--- src/rtl/control_pkg.sv ---
`default_nettype none
// ============================================================================
//  Package     : control_pkg
//  Description : Shared state, mode and params-word definitions for the
//                control sequencer and its frame watchdog.
//  Revision    : 1.0 - initial release
// ============================================================================
package control_pkg;

  localparam int PARAMS_W = 16;
  localparam int KSP_W    = 4;
  localparam int KSD_W    = 3;
  localparam int KTP_W    = 4;
  localparam int KTD_W    = 3;
  localparam int MODE_W   = 2;
  localparam int LOST_W   = 8;
  localparam int WDOG_W   = 24;

  typedef enum logic [1:0] {
    ST_IDLE   = 2'd0,
    ST_TRACK  = 2'd1,
    ST_HOLD   = 2'd2,
    ST_SEARCH = 2'd3
  } state_e;

  typedef enum logic [MODE_W-1:0] {
    MODE_FORWARD  = 2'd0,
    MODE_DIRECT   = 2'd1,
    MODE_CHASE    = 2'd2,
    MODE_GOALKEEP = 2'd3
  } mode_e;

  // Field order matches the wire format {Ksp, Ksd, Ktp, Ktd, mode}.
  typedef struct packed {
    logic [KSP_W-1:0] ksp;
    logic [KSD_W-1:0] ksd;
    logic [KTP_W-1:0] ktp;
    logic [KTD_W-1:0] ktd;
    mode_e            mode;
  } params_t;

  localparam params_t PARAMS_ZERO = '0;

endpackage : control_pkg
`default_nettype wire

--- src/rtl/frame_watchdog.sv ---
`default_nettype none
// ============================================================================
//  Module      : frame_watchdog
//  Description : Counts cycles since the last clear; pulses timeout_out on the
//                WDOG_CYCLES-th consecutive uncleared cycle.
//  Revision    : 1.0 - initial release
// ============================================================================
module frame_watchdog
  import control_pkg::*;
#(
  parameter int WDOG_CYCLES = 6_500_000
) (
  input  logic clk_in,
  input  logic rst_in,
  input  logic clear_in,
  output logic timeout_out
);

  localparam logic [WDOG_W-1:0] COUNT_LIMIT = WDOG_W'(WDOG_CYCLES);
  localparam logic [WDOG_W-1:0] COUNT_LAST  = WDOG_W'(WDOG_CYCLES - 1);

  logic [WDOG_W-1:0] count_d;
  logic [WDOG_W-1:0] count_q;

  // Saturating at the limit keeps the timeout a single pulse per silence.
  always_comb begin
    count_d = count_q;
    if (clear_in) begin
      count_d = '0;
    end else if (count_q != COUNT_LIMIT) begin
      count_d = count_q + 1'b1;
    end
  end

  always_ff @(posedge clk_in) begin
    if (rst_in) begin
      count_q <= '0;
    end else begin
      count_q <= count_d;
    end
  end

  assign timeout_out = !clear_in && (count_q == COUNT_LAST);

endmodule : frame_watchdog
`default_nettype wire

--- src/rtl/control_sequencer.sv ---
`default_nettype none
// ============================================================================
//  Module      : control_sequencer
//  Description : Frame-driven IDLE/TRACK/HOLD/SEARCH sequencer that applies
//                user params at frame boundaries and supervises frame arrival.
//  Revision    : 1.0 - initial release
// ============================================================================
module control_sequencer
  import control_pkg::*;
#(
  parameter int         LOST_FRAMES = 8,
  parameter int         WDOG_CYCLES = 6_500_000,
  parameter logic [7:0] SEARCH_TURN = 8'h41
) (
  input  logic                clk_in,
  input  logic                rst_in,
  input  logic                en_in,
  input  logic                frame_done_in,
  input  logic                target_found_in,
  input  logic [PARAMS_W-1:0] user_params_in,
  input  logic                user_params_valid_in,
  output logic [PARAMS_W-1:0] params_out,
  output logic                ready_out,
  output logic [1:0]          state_out
);

  localparam logic [LOST_W-1:0] LOST_THRESH = LOST_W'(LOST_FRAMES);
  localparam logic [LOST_W-1:0] LOST_MAX    = '1;
  localparam params_t SEARCH_PARAMS = params_t'({8'h00, SEARCH_TURN[7:2], MODE_DIRECT});

  state_e            state_d,  state_q;
  params_t           params_d, params_q;
  params_t           shadow_d, shadow_q;
  logic              ready_d,  ready_q;
  logic [LOST_W-1:0] lost_d,   lost_q;
  logic [LOST_W-1:0] lost_inc;
  logic              wdog_clear;
  logic              wdog_timeout;

  assign wdog_clear = frame_done_in || !en_in;

  frame_watchdog #(
    .WDOG_CYCLES (WDOG_CYCLES)
  ) u_frame_watchdog (
    .clk_in      (clk_in),
    .rst_in      (rst_in),
    .clear_in    (wdog_clear),
    .timeout_out (wdog_timeout)
  );

  assign lost_inc = (lost_q == LOST_MAX) ? lost_q : lost_q + 1'b1;

  // shadow_d already reflects a coincident strobe, so using it at the frame
  // boundary applies the freshly arrived value.
  always_comb begin
    shadow_d = user_params_valid_in ? params_t'(user_params_in) : shadow_q;
    state_d  = state_q;
    params_d = params_q;
    lost_d   = lost_q;
    ready_d  = 1'b0;

    if (!en_in) begin
      state_d  = ST_IDLE;
      params_d = PARAMS_ZERO;
      lost_d   = '0;
    end else if (frame_done_in) begin
      if (target_found_in) begin
        state_d  = ST_TRACK;
        params_d = shadow_d;
        lost_d   = '0;
        ready_d  = 1'b1;
      end else begin
        lost_d = lost_inc;
        if (lost_inc >= LOST_THRESH) begin
          state_d  = ST_SEARCH;
          params_d = SEARCH_PARAMS;
        end else begin
          state_d  = ST_HOLD;
        end
      end
    end else if (wdog_timeout) begin
      state_d  = ST_IDLE;
      params_d = PARAMS_ZERO;
    end
  end

  always_ff @(posedge clk_in) begin
    if (rst_in) begin
      state_q  <= ST_IDLE;
      params_q <= PARAMS_ZERO;
      shadow_q <= PARAMS_ZERO;
      ready_q  <= 1'b0;
      lost_q   <= '0;
    end else begin
      state_q  <= state_d;
      params_q <= params_d;
      shadow_q <= shadow_d;
      ready_q  <= ready_d;
      lost_q   <= lost_d;
    end
  end

  assign params_out = params_q;
  assign ready_out  = ready_q;
  assign state_out  = state_q;

endmodule : control_sequencer
`default_nettype wire
--- config.mk ---
export PLATFORM = sky130hd
export DESIGN_NAME = control_sequencer
export DESIGN_NICKNAME = d
export VERILOG_FILES = /design/src/rtl/control_pkg.sv /design/src/rtl/frame_watchdog.sv /design/src/rtl/control_sequencer.sv
export SDC_FILE = /design/constraint.sdc
export NUM_CORES = 1
export LEC_CHECK = 0
export ABC_AREA = 1
export ABC_CLOCK_PERIOD_IN_PS = 2600
export CORE_ASPECT_RATIO = 0.5
export CORE_MARGIN = 4
export CORE_UTILIZATION = 55
export CTS_BUF_LIST = sky130_fd_sc_hd__clkbuf_4 sky130_fd_sc_hd__clkbuf_8
export CTS_CLUSTER_SIZE = 10
export DETAILED_ROUTE_END_ITERATION = 12
export PLACE_DENSITY = 0.79
export SYNTH_ARGS = -nofsm -noshare
export SYNTH_HDL_FRONTEND = slang
export SYNTH_SLANG_ARGS = --single-unit
--- constraint.sdc ---
create_clock -name clk_in -period 2.6 [get_ports clk_in]
set_clock_uncertainty 0.15 [all_clocks]
set_input_delay 0.52 -clock clk_in [delete_from_list [all_inputs] [get_ports clk_in]]
set_output_delay 0.52 -clock clk_in [all_outputs]
set_load 0.02 [all_outputs]
==> results.md, run 1 <==
* DRC viols at 0
* Number of standard-cell rows in the floorplan at 19
* Primary FF master, synth: sky130_fd_sc_hd__dfxtp_1
* Growth of design area from synthesis to finish at 21.1%
* Overall overflow remaining after global route at 0
* Number of vias after detailed routing at 2866
* Num CTS Buffers at 9
* Max_cap viols at 0
* Total power at 2220 uW
* Pin count of the biggest net entering global routing at 29
* I/O pin count at 41
* Final period utilization at 86.1%
* CTS resizes at 0
* H-tree levels at 3
* Number of port buffers at 40
* Mean area per synthesized cell at 7.66 um2
* Multi-input gate area in the final layout at 1640 um2
* Final Hold Vio Count at 0
* Cell family with the largest share of critical-path delay: simple AND/OR/NAND/NOR gates
* Number of synthesized flops with an enable pin at 0
* Nets at 491
* Clock slew at reported path FFs at 0.07 ns
* Status: completed
* Cell chain of the critical path: ha_1 -> nand2_1 -> nor2_1 -> nand2_2 -> nand3_1 -> nor2_2 -> nand2_2 -> nor2_4 -> nand2_4 -> nand2_1 -> nor2_1 -> nor2_1
* Number of pins exceeding their max-slew limit in the final report at 0
* Final cell count without fillers at 544
* Critical-path top delay cell: sky130_fd_sc_hd__dfxtp_1
* DP Wirelength at 4960 um
* Arrival time at the worst endpoint at 2.34 ns
* Routed Antenna Nets at 0
* Register area share after synthesis at 41.5%
* Critical Path Most Common Cell: sky130_fd_sc_hd__nor2_1
* Register-to-register setup slack at 0.36 ns
* Antenna cells at 0
* Register bit total from synthesis at 67
* Highest achievable clock rate at 447 MHz
* Ys Warns at 0
* Fraction of synthesis flops using an asynchronous set or reset pin at 0%
* Starting density of the core at 57.9%
* Filler Cell Count at 455
* Type of destination of the critical path: flip-flop
* Overall global routing resource usage at 20.1%
* Antenna violations before repair at 0
* Clk Latency, worst-skew pair at 0.35 ns
* Number of DRC markers after the initial detailed-route iteration at 168
* TNS Setup at 0 ns
* Min-delay worst type: reg2reg
* Data required time of the worst path at 2.70 ns
* Fraction of synthesized cell area taken by the top area cell type at 41.5%
* Placed cell area at 3700 um2
* Slew at the pin closest to its max-slew limit at 0.493 ns
* Final critical delay including setup and external delays at 2.24 ns
* Synthesized netlist net count at 447
* CP Class: reg2reg
* Post-synthesis instance total at 422
* Final weighted congestion in routability-driven placement at 0.846
* Height of the chip at 62.2 um
* Worst Setup Start Kind: flip-flop
* Critical Path Max Stage Delay at 0.43 ns
* Number of global-route vias before repair at 2840
* Clock tree from TritonCTS: built
* RSZ-0062 raised after global routing: no
* Die Span X at 116 um
* Area used by sequential logic in the layout at 1340 um2
* Final-report setup violation count at 0
* Full die area at 7240 um2
* Worst VDD drop at 531 uV
* Post-route cell area at 3920 um2
* Post-synth cell types at 35
* Max-slew headroom at the worst pin at 67.1%
* Avg WL per Cell at 12.5 um
* Hold buffers post-CTS at 0
* Top cells by count, synth: sky130_fd_sc_hd__nand2_1 (70), sky130_fd_sc_hd__dfxtp_1 (67), sky130_fd_sc_hd__nor2_1 (57)
* Reported leakage power at 0.00155 uW
* Yosys top cell by area: sky130_fd_sc_hd__dfxtp_1
* Cell types occupying the most area after synthesis: sky130_fd_sc_hd__dfxtp_1 (41%), sky130_fd_sc_hd__nand2_1 (8.1%), sky130_fd_sc_hd__nor2_1 (6.6%)
* Power per Cell Area at 568 nW/um2
* Share of post-route cells with drive strength above 1 at 15.7%
* Final cell utilization of the core at 70.1%
* Worst Path Buf+Inv at 0
* Total instance count after detailed placement at 528
* Bufs on Longest Clock Path at 2
* Drt pass-1 iters at 4
* Cell with the most instances after synthesis: sky130_fd_sc_hd__nand2_1
* Wire length of the first global-routing pass at 11800 um
* Post-synthesis instance area at 3230 um2
* Drt total wl at 6800 um
* Maximum fanout along the worst path at 27
* Routed vias/inst at 5.27
* Placeable core region at 5590 um2
* Clock tree root buffer cell: sky130_fd_sc_hd__clkbuf_8
* Number of setup buffers added after CTS at 0
* Clock sink total at 67
## flip-flops by register name (all words and copies together), names as in the netlist
name                      count
u_frame_watchdog.count_q     24
state_out                     2
shadow_q                     16
ready_out                     1
params_out                   16
lost_q                        8
## worst min-delay path, cell delays in order, from the launching register on
cell and delay (ns):
sky130_fd_sc_hd__dfxtp_1 0.31, sky130_fd_sc_hd__mux2i_1 0.07, sky130_fd_sc_hd__nor2_1 0.08
## layer usage
| metal | wire length (um) | GRT usage, % | share of wire (%) | vias to the layer above |
|---|---|---|---|---|
| li1 | - | - | - | 1477 |
| met1 | 3070 | 22.2 | 45 | 1328 |
| met2 | 3300 | 35.0 | 49 | 54 |
| met3 | 356 | 7.18 | 5.2 | 7 |
| met4 | 69 | 8.10 | 1.0 | 0 |
| met5 | 0 | 0 | 0 | - |
## logic make-up (layout without fill, tap and decap cells)
| family | count (synthesis) | after routing | synth area share [%] |
|---|---|---|---|
| flops | 67 | 67 | 41.5 |
| simple gates | 214 | 214 | 32.3 |
| compound gates | 63 | 63 | 12.0 |
| buf+inv | 58 | 107 | 7.89 |
| fa+ha+maj | 3 | 3 | 1.16 |
| mux | 16 | 16 | 4.95 |
| xor+xnor | 1 | 1 | 0.271 |
## layout by cell type, fill, tap and decap left out, drive strengths merged
| cell type | Yosys | layout |
|---|---|---|
| o21a | 3 | 3 |
| a31oi | 1 | 1 |
| o32ai | 1 | 1 |
| a32o | 1 | 1 |
| nand3 | 36 | 36 |
| clkinv | 0 | 2 |
| ha | 3 | 3 |
| nand2 | 75 | 75 |
| clkinvlp | 0 | 1 |
| o21bai | 1 | 1 |
| a211oi | 1 | 1 |
| inv | 44 | 44 |
| nand3b | 2 | 2 |
| clkbuf | 3 | 11 |
| nor2 | 67 | 67 |
| or2 | 12 | 12 |
| nand4 | 9 | 9 |
| nor4 | 4 | 4 |
| xor2 | 1 | 1 |
| nor3 | 9 | 9 |
| a21oi | 37 | 37 |
| bufinv | 0 | 2 |
| buf | 11 | 7 |
| mux2i | 16 | 16 |
| clkdlybuf4s50 | 0 | 40 |
| dfxtp | 67 | 67 |
| o21ai | 18 | 18 |
## path summary, 6_finish.rpt
check | from | to | cells past startpoint
max reg2reg | lost_q[1] | params_out[9] | 12
min | shadow_q[10] | shadow_q[10] | 2
min reg2reg | shadow_q[10] | shadow_q[10] | 2
max | lost_q[1] | params_out[9] | 12
## per-stage QoR
stage                     setup slack [ns]  hold slack, ns
after floorplan                      0.745           0.293
after detailed placement             0.303           0.318
after global routing                 0.147           0.356
final                                0.362           0.333
after CTS                            0.368           0.333
after global placement               0.356           0.311
## cell type report
class | count | share of cell area (%)
clock buffer | 11 | 3.55
clock inverter | 5 | 1.98
inverter | 44 | 4.22
multi-input combinational | 297 | 41.8
sequential | 67 | 34.2
tap | 73 | 2.33
timing repair buffer | 47 | 11.9
## power breakdown
| part | switching (uW) | internal (uW) |
|---|---|---|
| Combinational | 112 | 102 |
| Clock | 388 | 558 |
| Sequential | 12.8 | 1050 |
No activity file was read; power rests on OpenSTA's default activity.
==> run 2, diff against run 1 <==
--- a/config.mk
+++ b/config.mk
@@ -7,12 +7,12 @@
 export LEC_CHECK = 0
 export ABC_AREA = 1
 export ABC_CLOCK_PERIOD_IN_PS = 2600
-export CORE_ASPECT_RATIO = 0.5
 export CORE_MARGIN = 4
 export CORE_UTILIZATION = 55
 export CTS_BUF_LIST = sky130_fd_sc_hd__clkbuf_4 sky130_fd_sc_hd__clkbuf_8
 export CTS_CLUSTER_SIZE = 10
 export DETAILED_ROUTE_END_ITERATION = 12
+export HOLD_SLACK_MARGIN = 0.12
 export PLACE_DENSITY = 0.79
 export SYNTH_ARGS = -nofsm -noshare
 export SYNTH_HDL_FRONTEND = slang
==> run 2 against run 1 <==
- global-route usage up 0.32 points
- critical path depth unchanged
- highest routed layer unchanged
- maximum frequency down 0.61%
- via count down 1.2%
- critical endpoint unchanged
- combinational power about the same
- core utilization down 0.69 points
- power down 2.4%
- final cell count down 0.55%
==> results.md, run 2 (synthesis gave the netlist of run 1 again) <==
* Number of DRC markers after the initial detailed-route iteration at 158 (-6.0%)
* Final critical delay including setup and external delays at 2.25 ns (+0.0136 ns)
* Clk Latency, worst-skew pair at 0.34 ns (about the same)
* Reported leakage power at 0.00154 uW (-0.53%)
* Final weighted congestion in routability-driven placement at 0.854 (+0.93%)
* DRC viols at 0 (unchanged)
* Cell chain of the critical path: ha_1 -> nand2_1 -> nor2_1 -> nand2_2 -> nand3_1 -> nor2_2 -> nand2_2 -> nor2_4 -> nand2_4 -> nand2_1 -> nor2_1 -> nor2_1
* DP Wirelength at 5110 um (+3.2%)
* Number of standard-cell rows in the floorplan at 27 (+8)
* Final-report setup violation count at 0 (unchanged)
* Commonest non-fill, non-tap cells in the layout: sky130_fd_sc_hd__nand2_1 (70), sky130_fd_sc_hd__dfxtp_1 (67), sky130_fd_sc_hd__nor2_1 (57)
* Share of total power in the clock network at 41.0% (-1.5 points)
* Overall global routing resource usage at 20.4% (+0.32 points)
* Clock tree from TritonCTS: built
* Sequential group share of total power at 49.1% (+1.2 points)
* Die Span X at 84.7 um (-27%)
* Final period utilization at 86.6% (+0.52 points)
* Number of setup buffers added after CTS at 0 (unchanged)
* Register containing the most flip-flops in the final layout: u_frame_watchdog.count_q
* Highest achievable clock rate at 444 MHz (-0.61%)
* Starting density of the core at 57.7% (-0.22 points)
* Antenna cells at 0 (unchanged)
* Growth of design area from synthesis to finish at 20.4%
* Share of post-route cells with drive strength above 1 at 15.4% (-0.36 points)
* Drt total wl at 6970 um (+2.4%)
* Height of the chip at 84.7 um (+36%)
* Routed vias/inst at 5.23 (-0.67%)
* TNS Setup at 0 ns (unchanged)
* Avg WL per Cell at 12.9 um (+3.0%)
* Critical-path top delay cell: sky130_fd_sc_hd__dfxtp_1
* Type of destination of the critical path: flip-flop
* Overall overflow remaining after global route at 0 (unchanged)
* Antenna violations before repair at 0 (unchanged)
* Switching fraction of total power at 23.3% (+0.30 points)
* Max_cap viols at 0 (unchanged)
* NetSw at 507 uW (-1.2%)
* Full die area at 7170 um2 (-1.0%)
* Number of global-route vias before repair at 2619 (-7.8%)
* Hold buffers post-CTS at 0 (unchanged)
* Drt pass-1 iters at 5 (+1)
* Worst hold slack across all endpoints at 0.329 ns (-0.00387 ns)
* Data required time of the worst path at 2.68 ns (-0.02 ns)
* Internal power consumption at 1660 uW (-2.8%)
* Slew at the pin closest to its max-slew limit at 0.512 ns (+0.0190 ns)
* Maximum fanout along the worst path at 27 (unchanged)
* Clock tree root buffer cell: sky130_fd_sc_hd__clkbuf_8
* H-tree levels at 3 (unchanged)
* Clock slew at reported path FFs at 0.07 ns (about the same)
* Bufs on Longest Clock Path at 2 (unchanged)
* Post-route cell area at 3890 um2 (-0.61%)
* Num CTS Buffers at 9 (unchanged)
* Routed Antenna Nets at 0 (unchanged)
* Worst Setup Start Kind: flip-flop
* Pin count of the biggest net entering global routing at 30 (+3.4%)
* Status: completed
* Critical Path Max Stage Delay at 0.40 ns (-0.03 ns)
* CTS resizes at 0 (unchanged)
* RSZ-0062 raised after global routing: no
* Worst VDD drop at 440 uV (-17%)
* Power per Cell Area at 558 nW/um2 (-1.9%)
* Arrival time at the worst endpoint at 2.34 ns (about the same)
* Number of vias after detailed routing at 2831 (-1.2%)
* Final cell count without fillers at 541 (-0.55%)
* Placeable core region at 5610 um2 (+0.38%)
* Min-delay worst type: reg2reg
* Leading cell type in the layout, fill and taps excluded: sky130_fd_sc_hd__nand2_1
* Share of power burned in combinational logic at 9.9% (+0.3 points)
* I/O pin count at 41 (unchanged)
* Wire length of the first global-routing pass at 11800 um (+0.47%)
* Largest register FFs at 24 (unchanged)
* CP Class: reg2reg
* Clock sink total at 67 (unchanged)
* Max-slew headroom at the worst pin at 65.8% (-1.3 points)
* Number of pins exceeding their max-slew limit in the final report at 0 (unchanged)
* Number of port buffers at 40 (unchanged)
* Nets at 490 (-0.20%)
* Critical Path Most Common Cell: sky130_fd_sc_hd__nor2_1
* Final Hold Vio Count at 0 (unchanged)
* Placed cell area at 3690 um2 (-0.24%)
* Total instance count after detailed placement at 526 (-0.38%)
-- run 2: cell types whose count changed in the layout (fill, tap and decap cells not counted), sizes merged --
cell,before,now
bufinv,2,1
clkinvlp,1,0
clkbuf,11,13
buf,7,6
clkinv,2,1
-- run 2: area by class of cell --
| cell class | instances | area, um2 |
|---|---|---|
| clock buffers | 13 | 166 |
| multi-input cells | 297 | 1640 |
| clock inverters | 2 | 35.0 |
| repair buffers | 46 | 458 |
| fillers | 492 | 1720 |
| flip-flops and latches | 67 | 1340 |
| inverters | 44 | 165 |
| well taps | 72 | 90.1 |
-- run 2: routing by layer --
layer / wire [um] / track usage, % / vias up
li1: - / - / 1468
met1: 3340 / 27.5 / 1294
met2: 3200 / 31.4 / 60
met3: 315 / 4.22 / 9
met4: 112 / 9.35 / 0
met5: 0 / 0 / -
-- run 2: power groups by stage --
stage / clock, uW / sequential [uW] / combinational (uW)
after floorplan: 0 / 1100 / 124
after global placement: 0 / 1090 / 210
after detailed placement: 0 / 1090 / 215
after CTS: 902 / 1070 / 216
after global routing: 951 / 1070 / 236
final: 890 / 1070 / 215
-- run 2: through the flow --
step,power (uW),utilization [%],worst slack [ns]
4_1_cts,2180,69.4,0.340
6_report,2170,69.4,0.348
2_1_floorplan,1220,-,0.745
3_5_place_dp,1300,65.8,0.231
3_3_place_gp,1300,65.8,0.288
5_1_grt,2260,69.4,0.146
-- run 2: path summary, 6_finish.rpt --
check	from	end	slack (ns)	depth (start not counted)
setup reg to reg	lost_q[0]	params_out[9]	0.35	12
hold reg to reg	u_frame_watchdog.count_q[22]	u_frame_watchdog.count_q[22]	0.33	2
hold / removal	u_frame_watchdog.count_q[22]	u_frame_watchdog.count_q[22]	0.33	2
setup / recovery	lost_q[0]	params_out[9]	0.35	12
-- run 2: critical path, delay by kind of cell (launching register included) --
| family | cells | cell delay (ns) |
|---|---|---|
| and+or+nand+nor | 11 | 1.32 |
| DFF | 1 | 0.40 |
| adders and majority gates | 1 | 0.25 |
==> run 3, diff against run 2 <==
--- a/config.mk
+++ b/config.mk
@@ -13,7 +13,7 @@
 export CTS_CLUSTER_SIZE = 10
 export DETAILED_ROUTE_END_ITERATION = 12
 export HOLD_SLACK_MARGIN = 0.12
-export PLACE_DENSITY = 0.79
+export PLACE_DENSITY = 0.88
 export SYNTH_ARGS = -nofsm -noshare
 export SYNTH_HDL_FRONTEND = slang
 export SYNTH_SLANG_ARGS = --single-unit
==> run 3 against run 2 <==
- power grew 1.1%
- hold slack worse by 0.0068 ns
- critical path depth unchanged
- final cell count is 0.37% higher
- routed wire length grew 4.8%
- maximum frequency is 0.93% lower
- first-iteration DRC count is 10% higher
- flip-flop and latch count stayed put
- register-to-register slack got worse by 0.02 ns
- combinational power is 2% higher
- global-route usage grew 1.2 points
- die area unchanged
==> results.md, run 3 (synthesis gave the netlist of run 1 again) <==
* Status: completed
* CTS resizes at 0 (unchanged)
* Clock tree root buffer cell: sky130_fd_sc_hd__clkbuf_8
* Number of vias after detailed routing at 2909 (+2.8%)
* RSZ-0062 raised after global routing: no
* Number of setup buffers added after CTS at 0 (unchanged)
* Number of pins exceeding their max-slew limit in the final report at 0 (unchanged)
* Number of cells on the worst reg-to-reg path at 12 (unchanged)
* Share of power burned in combinational logic at 10.0% (about the same)
* Share of post-route cells with drive strength above 1 at 15.7% (+0.36 points)
* Worst VDD drop at 414 uV (-5.9%)
* I/O pin count at 41 (unchanged)
* Filler Cell Count at 460 (-6.5%)
* Number of global-route vias before repair at 2754 (+5.2%)
* H-tree levels at 3 (unchanged)
* Share of total power in the clock network at 41.5% (+0.5 points)
* Starting density of the core at 57.7% (unchanged)
* Growth of design area from synthesis to finish at 21.0%
* Highest achievable clock rate at 440 MHz (-0.93%)
* Drt total wl at 7300 um (+4.8%)
* Maximum fanout along the worst path at 27 (unchanged)
* Switching fraction of total power at 24.8% (+1.5 points)
* Overall global routing resource usage at 21.6% (+1.2 points)
* Max-slew headroom at the worst pin at 67.9% (+2.2 points)
* Wire length of the first global-routing pass at 12600 um (+6.2%)
* Largest register FFs at 24 (unchanged)
* Slew at the pin closest to its max-slew limit at 0.481 ns (-0.0318 ns)
* Antenna violations before repair at 0 (unchanged)
* Clock tree from TritonCTS: built
* Clock slew at reported path FFs at 0.08 ns (about the same)
* Nets at 491 (+0.20%)
* Avg WL per Cell at 13.4 um (+4.4%)
* Arrival time at the worst endpoint at 2.37 ns (+0.03 ns)
* Commonest non-fill, non-tap cells in the layout: sky130_fd_sc_hd__nand2_1 (70), sky130_fd_sc_hd__dfxtp_1 (67), sky130_fd_sc_hd__nor2_1 (57)
* Final period utilization at 87.4% (+0.81 points)
* Min-delay worst type: reg2reg
* Hold buffers post-CTS at 0 (unchanged)
* Pin count of the biggest net entering global routing at 28 (-6.7%)
* Number of standard-cell rows in the floorplan at 27 (unchanged)
* Antenna cells at 0 (unchanged)
* Area used by sequential logic in the layout at 1340 um2 (unchanged)
* Reported leakage power at 0.00154 uW (-0.26%)
* Number of port buffers at 40 (unchanged)
* Clock sink total at 67 (unchanged)
* Final cell utilization of the core at 69.7% (+0.33 points)
* Routed Antenna Nets at 0 (unchanged)
* Power per Cell Area at 561 nW/um2 (+0.66%)
* Worst Setup Start Kind: flip-flop
* Final weighted congestion in routability-driven placement at 0.868 (+1.6%)
* TNS Setup at 0 ns (unchanged)
* Height of the chip at 84.7 um (unchanged)
* Multi-input gate area in the final layout at 1640 um2 (unchanged)
* Num CTS Buffers at 9 (unchanged)
* DRC viols at 0 (unchanged)
* Data required time of the worst path at 2.69 ns (about the same)
* Clk Latency, worst-skew pair at 0.35 ns (about the same)
* Register-to-register setup slack at 0.33 ns (-0.02 ns)
* Placeable core region at 5610 um2 (unchanged)
* CP Class: reg2reg
* Leading cell type in the layout, fill and taps excluded: sky130_fd_sc_hd__nand2_1
* Final critical delay including setup and external delays at 2.27 ns (+0.0211 ns)
* Sequential group share of total power at 48.5% (-0.6 points)
* Hold EP: u_frame_watchdog.count_q[22]
* Routed vias/inst at 5.36 (+2.4%)
* R2R Path End: params_out[9]
* Full die area at 7170 um2 (unchanged)
* Internal power consumption at 1650 uW (-0.82%)
* Drt pass-1 iters at 4 (-1)
* DP Wirelength at 5330 um (+4.2%)
* NetSw at 545 uW (+7.6%)
* R2r startpoint: lost_q[0]
* Worst Hold Depth at 2 (unchanged)
* Overall overflow remaining after global route at 0 (unchanged)
* Register containing the most flip-flops in the final layout: u_frame_watchdog.count_q
* Final-report setup violation count at 0 (unchanged)
* Max_cap viols at 0 (unchanged)
* Number of DRC markers after the initial detailed-route iteration at 174 (+10%)
* Die Span X at 84.7 um (unchanged)
* Type of destination of the critical path: flip-flop
* Bufs on Longest Clock Path at 2 (unchanged)
* Final Hold Vio Count at 0 (unchanged)
* Worst hold start: u_frame_watchdog.count_q[22]
## run 3: cell types whose count changed in the layout (fill, tap and decap cells not counted)
cell	change
sky130_fd_sc_hd__buf_4	+1
sky130_fd_sc_hd__clkbuf_4	-2
sky130_fd_sc_hd__clkinv_4	+1
sky130_fd_sc_hd__clkinv_2	-1
sky130_fd_sc_hd__clkinvlp_4	+3
## run 3: worst max path at each step
stage          cells after the start        endpoint  slack [ns]     startpoint
6_report                          12   params_out[9]        0.33      lost_q[0]
5_1_grt                           12   params_out[5]        0.07      lost_q[0]
4_1_cts                           12   params_out[9]        0.35      lost_q[0]
3_5_place_dp                       9   params_out[8]        0.21          en_in
3_3_place_gp                       6  params_out[13]        0.32  frame_done_in
2_1_floorplan                     12   params_out[0]        0.75      lost_q[0]
## run 3: final cells by class
| class | instances | share of cell area, % |
|---|---|---|
| clock buffers | 11 | 3.87 |
| clock inverters | 5 | 1.57 |
| inverters | 44 | 4.22 |
| multi-input cells | 297 | 41.8 |
| flip-flops and latches | 67 | 34.3 |
| well taps | 72 | 2.30 |
| repair buffers | 47 | 11.9 |
## run 3: layer usage
metal / share of wire (%) / track usage, %
met5: 0 / 0
met2: 47 / 35.1
met4: 2.1 / 9.93
met1: 46 / 27.8
met3: 5.0 / 3.93
## run 3: stage by stage
step | power, uW | area [um2] | hold slack, ns | setup slack, ns | std cells
CTS | 2200 | 3910 | 0.330 | 0.350 | 543
finish | 2200 | 3910 | 0.322 | 0.327 | 543
detailed placement | 1310 | 3700 | 0.319 | 0.211 | 527
global route | 2270 | 3910 | 0.352 | 0.0681 | 543
global placement | 1300 | 3700 | 0.306 | 0.318 | 527
floorplan | 1220 | 3230 | 0.293 | 0.745 | 422
## run 3: power by group through the flow
stage,clock [uW],combinational [uW],sequential (uW)
floorplan,0,124,1100
global placement,0,210,1090
detailed placement,0,217,1090
CTS,916,219,1070
global route,964,240,1070
finish,910,219,1070
## run 3: worst max-delay path: stages (launching register included)
cell and delay (ns):
sky130_fd_sc_hd__dfxtp_1 0.41, sky130_fd_sc_hd__ha_1 0.24, sky130_fd_sc_hd__nand2_1 0.11, sky130_fd_sc_hd__nor2_1 0.13, sky130_fd_sc_hd__nand2_2 0.12, sky130_fd_sc_hd__nand3_1 0.13
sky130_fd_sc_hd__nor2_2 0.06, sky130_fd_sc_hd__nand2_2 0.10, sky130_fd_sc_hd__nor2_4 0.04, sky130_fd_sc_hd__nand2_4 0.30, sky130_fd_sc_hd__nand2_1 0.17, sky130_fd_sc_hd__nor2_1 0.15
sky130_fd_sc_hd__nor2_1 0.06
